## src/rtl/fifo_wr_arbiter_pkg.sv

```systemverilog
// Shared constants for the FIFO write-side arbiter: state encoding and default sizing
// that must agree with the async FIFO top.
package fifo_wr_arbiter_pkg;

  typedef enum logic [1:0] {
    ST_IDLE = 2'd0,
    ST_GNT0 = 2'd1,
    ST_GNT1 = 2'd2
  } arb_state_t;

  localparam int DEF_WIDTH     = 8;
  localparam int DEF_MAX_BURST = 4;
  localparam int DEF_CNT_W     = 4;

endpackage

```

## src/rtl/fifo_wr_arbiter_rr_pick2.sv

```systemverilog
// Two-way round-robin pick, purely combinational (zero latency, no backpressure):
// a lone valid wins, two valids go to the requester that was not served last.
module rr_pick2 (
  input  logic [1:0] vld,
  input  logic       rr,
  output logic       any,
  output logic       sel
);

  assign any = |vld;
  assign sel = (vld == 2'b11) ? ~rr : vld[1];

endmodule

```

## src/rtl/fifo_wr_arbiter.sv

```systemverilog
// Round-robin, frame-locked sharing of one FIFO write port between two producers.
// Write path is combinational (zero latency); W_FULL stalls the granted producer without preemption.
module fifo_wr_arbiter
  import fifo_wr_arbiter_pkg::*;
#(
  parameter int WIDTH     = DEF_WIDTH,
  parameter int MAX_BURST = DEF_MAX_BURST,
  parameter int CNT_W     = DEF_CNT_W
) (
  input  logic             CLK,
  input  logic             RST,
  input  logic [WIDTH-1:0] REQ0_DATA,
  input  logic             REQ0_VLD,
  input  logic             REQ0_LAST,
  output logic             REQ0_RDY,
  input  logic [WIDTH-1:0] REQ1_DATA,
  input  logic             REQ1_VLD,
  input  logic             REQ1_LAST,
  output logic             REQ1_RDY,
  input  logic             W_FULL,
  output logic [WIDTH-1:0] W_DATA,
  output logic             W_INC,
  output logic [1:0]       GNT,
  output logic             BURST_ERR
);

  localparam logic [CNT_W-1:0] CNT_LAST = CNT_W'(MAX_BURST - 1);

  arb_state_t       state, state_nxt;
  logic             rr, rr_nxt;
  logic [CNT_W-1:0] cnt, cnt_nxt;
  logic             burst_err_nxt;

  logic             busy, own, own_vld, own_last, own_rdy, acc, rel;
  logic [1:0]       pick_vld;
  logic             pick_rr, pick_any, pick_sel;

  assign busy     = (state != ST_IDLE);
  assign own      = (state == ST_GNT1);
  assign own_vld  = own ? REQ1_VLD  : REQ0_VLD;
  assign own_last = own ? REQ1_LAST : REQ0_LAST;
  assign own_rdy  = busy && !W_FULL && !RST;
  assign acc      = own_vld && own_rdy;
  assign rel      = acc && (own_last || (cnt == CNT_LAST));

  // On release only the other producer may take over; otherwise fall back to IDLE.
  assign pick_vld = !busy ? {REQ1_VLD, REQ0_VLD}
                  : own   ? {1'b0, REQ0_VLD}
                  :         {REQ1_VLD, 1'b0};
  assign pick_rr  = busy ? own : rr;

  rr_pick2 u_pick (
    .vld (pick_vld),
    .rr  (pick_rr),
    .any (pick_any),
    .sel (pick_sel)
  );

  always_comb begin
    state_nxt     = state;
    rr_nxt        = rr;
    cnt_nxt       = cnt;
    burst_err_nxt = BURST_ERR;
    REQ0_RDY      = 1'b0;
    REQ1_RDY      = 1'b0;
    W_INC         = 1'b0;
    W_DATA        = '0;
    unique case (state)
      ST_IDLE: begin
        if (pick_any) state_nxt = pick_sel ? ST_GNT1 : ST_GNT0;
      end
      ST_GNT0, ST_GNT1: begin
        REQ0_RDY = !own && own_rdy;
        REQ1_RDY = own && own_rdy;
        W_INC    = acc;
        W_DATA   = own ? REQ1_DATA : REQ0_DATA;
        if (rel) begin
          rr_nxt  = own;
          cnt_nxt = '0;
          if (!own_last) burst_err_nxt = 1'b1;
          state_nxt = !pick_any ? ST_IDLE : (pick_sel ? ST_GNT1 : ST_GNT0);
        end else if (acc) begin
          cnt_nxt = cnt + 1'b1;
        end
      end
      default: state_nxt = ST_IDLE;
    endcase
  end

  always_ff @(posedge CLK) begin
    if (RST) begin
      state     <= ST_IDLE;
      rr        <= 1'b1;
      cnt       <= '0;
      BURST_ERR <= 1'b0;
    end else begin
      state     <= state_nxt;
      rr        <= rr_nxt;
      cnt       <= cnt_nxt;
      BURST_ERR <= burst_err_nxt;
    end
  end

  assign GNT = {state == ST_GNT1, state == ST_GNT0};

endmodule
```

## config.mk

```make
export PLATFORM = sky130hd
export DESIGN_NAME = fifo_wr_arbiter
export DESIGN_NICKNAME = d
export VERILOG_FILES = /design/src/rtl/fifo_wr_arbiter_pkg.sv /design/src/rtl/fifo_wr_arbiter_rr_pick2.sv /design/src/rtl/fifo_wr_arbiter.sv
export SDC_FILE = /design/constraint.sdc
export NUM_CORES = 1
export LEC_CHECK = 0
export BUFFER_PORTS_ARGS = -buffer_cell sky130_fd_sc_hd__buf_4
export CORE_MARGIN = 2
export CORE_UTILIZATION = 30
export DETAILED_ROUTE_END_ITERATION = 12
export PLACE_DENSITY = 0.63
export SYNTH_ARGS = -nofsm -noshare
export SYNTH_HDL_FRONTEND = slang
export SYNTH_SLANG_ARGS = --single-unit
export TNS_END_PERCENT = 10
```

## constraint.sdc

```tcl
create_clock -name CLK -period 4.3 [get_ports CLK]
set_input_delay 0.215 -clock CLK [delete_from_list [all_inputs] [get_ports CLK]]
set_output_delay 0.215 -clock CLK [all_outputs]
set_load 0.02 [all_outputs]
```

==> metrics.cfg, run 1 <==
[clock_tree]
htreeDepth=1
cts_tree=done
cts_buffers=3
clockBufferDepth=2
cts_sinks=8
cts_hold_buf=0
cts_setup_buffers=0
clkLatencyLatePin_ps=260
cts_resized=0
path_clk_slew_ps=60
root_buffer=clkbuf_4

[critical_path]
critPathMaxFanout=13
arrival_ps=1800
critPathLaunchType=register
critPathMaxStageDelay_ps=570
cp_slowest_cell=ha_1
path_cells=inv_1 > ha_1 > inv_1 > and3_2 > buf_4
cp-end-kind=output port
cp_common_cell=inv_1
path_class=register to output port
crit_required_ps=4090

[final_layout]
area_growth_pct=42.0
insertedDiodeCount=0
seqCellArea_um2=160
multi_input_area_um2=526
final_common_cell=buf_4
drive_gt1_frac=0.441
fin_nets=149
num-fill-cells=221
post-route-util=0.460
fin_cells=146
final_cell_mix=buf_4 (36), mux2i_1 (11), nor2b_1 (9)

[drt]
top_layer_used=met4
drt_first_pass_iters=3
vias=705
dr_wl_met2_um=645
post_drt_wl_per_cell_um=11.5
drt-met1-wl_um=848
vias_per_cell=4.83
wl_mm=1.69
antenna_left=0
drt_iter0_drc=11
drc=0
wl_met3_um=136

[synth]
synth_cell_types=32
syn_avg_cell_area_um2=8.80
syn_nets=112
yosysSeqAreaShare=0.219
synthCells=83
synthesis.area_um2=731
yosysTopAreaCellShare=0.219
ys_top_cells_by_area=dfxtp_1 (22%), mux2i_1 (15%), ha_1 (10%)
yosys_warnings=0
synth_top_area_cell=dfxtp_1
ys_ff_latch=8

[timing]
worst_pin_slew_ps=616
relSlewSlack=0.590
rsz0062_at_grt=no
setup_viol=0
max_clock_freq_mhz=496
holdWs_ps=209
setup-tns-final_ps=0
timing.final.crit_period_ps=2020
fin_crit_sh=0.469
slew_violations=0
setup_slack_ps=2280
finalHoldViolCount=0
finalClockSkew_ps=2.24

[placement]
gp_congestion=0.728
io_buffers=36
placed_cells=143
place_hpwl_mm=1.34
post-place-ws_ps=2340

[flow_run]
cap_violations=0

[power_and_ir_drop]
internal-power_uw=269
power_density_nw_per_um2=473
p_seq_frac=0.189
leakage_uw=0.000455
switching_share=0.452
power.share.clock=0.123
p_switching_uw=222
peakVddDrop_uv=292
combPwrFrac=0.688

[global_route]
globalRouteTotalUtil=0.144
grt_pass1_wl_mm=2.93
first_global_vias=698
grt_max_degree=14
antenna_found_initial=0
grt-ovfl-total=0

[die]
core_um2=2250
std_cell_rows=17
io-pin-count=37
initial_core_util=0.324
die_h_um=53.4
die_width_um=53.4
die_area_um2=2850

[outcome]
status=finished clean

[worst_hold_path]
min_path_type=primary input to register

## path summary, 6_finish.rpt
path	start	endpoint	slack, ps	depth (start not counted)
worst max-delay path	state[0]	REQ0_RDY	2280	5
worst min-delay path	RST	cnt[2]	210	2
worst max register to register	state[0]	state[0]	2340	6
worst min register to register	BURST_ERR	BURST_ERR	470	2
## power groups by stage
stage	combinational (µW)	sequential [µW]	clock (µW)
2_1_floorplan	239	92.4	0
3_3_place_gp	338	93.6	0
3_5_place_dp	339	94.5	0
4_1_cts	341	92.9	60.4
5_1_grt	370	94.8	66.0
6_report	338	92.9	60.2
## registers in the layout, indices dropped and copies added, names as in the netlist
register and flops:
state 2, rr 1, cnt 4, BURST_ERR 1
## logic make-up after synthesis
kind of cell | share of synthesized area
multiplexers | 0.187
AND/OR/NAND/NOR | 0.313
flip-flops | 0.219
buffers and inverters | 0.0616
AO/OA/AOI/OAI | 0.104
XOR/XNOR | 0.0120
adder cells (fa/ha/maj) | 0.103
## critical path: cells and delay by family, from the launching register on
kind          cells  cell delay [ps]
fa+ha+maj         1              570
buf+inv           3              430
simple gates      1              210
flops             1              340
## metal layers
| metal | track usage | vias to the layer above |
|---|---|---|
| li1 | - | 356 |
| met1 | 0.201 | 309 |
| met2 | 0.193 | 36 |
| met3 | 0.0141 | 4 |
| met4 | 0.115 | 0 |
| met5 | 0 | - |
## synth_stat cells
cell and n:
a21boi_0 1, a21oi_1 4, a22oi_2 1, and3_2 2, buf_2 2, buf_4 1, clkbuf_1 1, clkinv_4 1
dfxtp_1 8, ha_1 6, inv_1 4, mux2_2 1, mux2_4 1, mux2i_1 11, nand2_1 3, nand2b_1 3
nand3_1 4, nand3_4 1, nand4_1 1, nand4b_1 1, nor2_1 5, nor2_2 2, nor2b_1 9, nor3_1 1
nor3_2 1, nor3_4 1, nor3b_2 1, o211ai_2 1, o21ai_0 1, o21ai_1 2, o32ai_1 1, xnor2_1 1
## layout make-up
cell class / count / area share
clock buffer: 3 / 0.0217
inverter: 5 / 0.0229
multi-input combinational: 66 / 0.507
sequential: 8 / 0.154
tap: 28 / 0.0338
timing repair buffer: 36 / 0.261
## stage by stage
stage | power [µW] | instance area (µm²)
2_1_floorplan | 332 | 731
3_3_place_gp | 431 | 1010
3_5_place_dp | 434 | 1010
4_1_cts | 494 | 1040
5_1_grt | 531 | 1040
6_report | 491 | 1040
(Power assumes the default switching activity.)
==> run 2, diff against run 1 <==
--- a/config.mk
+++ b/config.mk
@@ -9,7 +9,7 @@
 export CORE_MARGIN = 2
 export CORE_UTILIZATION = 30
 export DETAILED_ROUTE_END_ITERATION = 12
-export PLACE_DENSITY = 0.63
+export PLACE_DENSITY = 0.65
 export SYNTH_ARGS = -nofsm -noshare
 export SYNTH_HDL_FRONTEND = slang
 export SYNTH_SLANG_ARGS = --single-unit
==> constraint.sdc (replaced) <==
create_clock -name CLK -period 1.7 [get_ports CLK]
set_input_delay 0.085 -clock CLK [delete_from_list [all_inputs] [get_ports CLK]]
set_output_delay 0.085 -clock CLK [all_outputs]
set_load 0.02 [all_outputs]
==> metrics.cfg, run 2 (synthesis gave the netlist of run 1 again) <==
[global_route]
first_global_vias=689  ; -1.3%
globalRouteTotalUtil=0.143  ; -0.000168
grt_pass1_wl_mm=2.94  ; +0.24%
antenna_found_initial=0  ; unchanged
grt-ovfl-total=0  ; unchanged
grt_max_degree=13  ; -1

[outcome]
status=finished clean

[drt]
vias=733  ; +4.0%
drt_iter0_drc=13  ; +2
drt_first_pass_iters=4  ; +1
vias_per_cell=4.85  ; +0.53%
antenna_left=0  ; unchanged
wl_mm=1.84  ; +9.3%
drc=0  ; unchanged
post_drt_wl_per_cell_um=12.2  ; +5.7%

[die]
die_area_um2=2850  ; unchanged
core_um2=2250  ; unchanged
initial_core_util=0.324  ; unchanged
std_cell_rows=17  ; unchanged
io-pin-count=37  ; unchanged
die_width_um=53.4  ; unchanged
die_h_um=53.4  ; unchanged

[critical_path]
path_class=register to output port
critPathMaxFanout=6  ; -7
r2r-start=state[0]
reg2reg_to=cnt[2]
r2r_cells=6  ; unchanged
critPathLaunchType=register
crit_start=state[0]
r2r_setup_slack_ps=130  ; -2210 ps
crit_required_ps=1620  ; -2470 ps
cp-end-kind=output port
arrival_ps=1540  ; -260 ps

[clock_tree]
cts_tree=done
cts_sinks=8  ; unchanged
root_buffer=clkbuf_4
htreeDepth=1  ; unchanged
cts_buffers=3  ; unchanged
cts_hold_buf=0  ; unchanged
clockBufferDepth=2  ; unchanged
path_clk_slew_ps=60  ; about the same
clkLatencyLatePin_ps=260  ; about the same

[worst_hold_path]
min_to=cnt[3]
min_path_type=primary input to register
holdPathStages=2  ; unchanged
hold_start=RST

[placement]
io_buffers=36  ; unchanged
place_hpwl_mm=1.49  ; +11%
gp_congestion=0.753  ; +3.4%

[timing]
slew_violations=0  ; unchanged
worst_pin_slew_ps=264  ; -351 ps
finalHoldViolCount=0  ; unchanged
finalClockSkew_ps=10.5  ; +8.27 ps
setup-tns-final_ps=0  ; unchanged
relSlewSlack=0.823  ; +0.234
timing.final.crit_period_ps=1620
max_clock_freq_mhz=617
fin_crit_sh=0.953
setup_viol=0  ; unchanged

[power_and_ir_drop]
finalPower_uw=1400  ; +190%
leakage_uw=0.000488  ; +7.2%
power_density_nw_per_um2=1240  ; +160%
peakVddDrop_uv=1000  ; +240%

[final_layout]
reg_top3=cnt x4, state x2
post-route-util=0.500  ; +0.0400
top_register=cnt
final_cell_mix=buf_4 (39), mux2i_1 (11), nor2b_1 (9)
final_common_cell=buf_4
fin_nets=154  ; +3.4%
area_growth_pct=54.3
drive_gt1_frac=0.520  ; +0.0796
insertedDiodeCount=0  ; unchanged
largest_register_ffs=4  ; unchanged

[flow_run]
cap_violations=0  ; unchanged

-- run 2: critical path, stage by stage, from the launching register on --
cell and delay (ps):
dfxtp_4 360, inv_4 80, ha_4 140, mux2_4 330, nand3_4 140, clkinv_4 80, buf_6 130
-- run 2: per-stage QoR --
stage | instances | hold WS (ps) | setup slack, ps | cell area [µm²]
finish | 151 | 101 | 79.4 | 1130
detailed placement | 146 | 367 | -6.59 | 1040
floorplan | 83 | 241 | 113 | 731
global placement | 146 | 359 | 93.0 | 1040
global route | 151 | 98.1 | -0.479 | 1130
CTS | 149 | 101 | 25.5 | 1080
-- run 2: final cells by class --
type / instances / area [µm²]
Clock buffer: 3 / 22.5
Fill cell: 228 / 1130
Inverter: 5 / 26.3
Multi-Input combinational cell: 66 / 557
Sequential cell: 8 / 168
Tap cell: 28 / 35.0
Timing Repair Buffer: 41 / 319
-- run 2: how the worst max path moves through the flow --
stage	endpoint
6_report	W_INC
3_5_place_dp	state[0]
2_1_floorplan	state[0]
5_1_grt	W_INC
4_1_cts	W_INC
3_3_place_gp	state[0]
-- run 2: what timing repair did --
action	in CTS	in global routing
gates resized for setup	8	8
endpoints found under the hold margin	0	0
setup buffers	0	2
setup endpoints to repair	12	7
pin swaps	2	2
gates cloned	0	0
-- run 2: layer usage --
layer / global-route usage / vias up / share of wire
met5: 0 / - / 0
met2: 0.222 / 45 / 0.46
li1: - / 373 / -
met3: 0.0282 / 4 / 0.097
met4: 0.0897 / 0 / 0.020
met1: 0.179 / 311 / 0.42
-- run 2: where the power goes --
group,internal (µW),total (µW),switching [µW]
combinational,496,992,496
clock,81.0,149,68.0
sequential,222,258,36.6
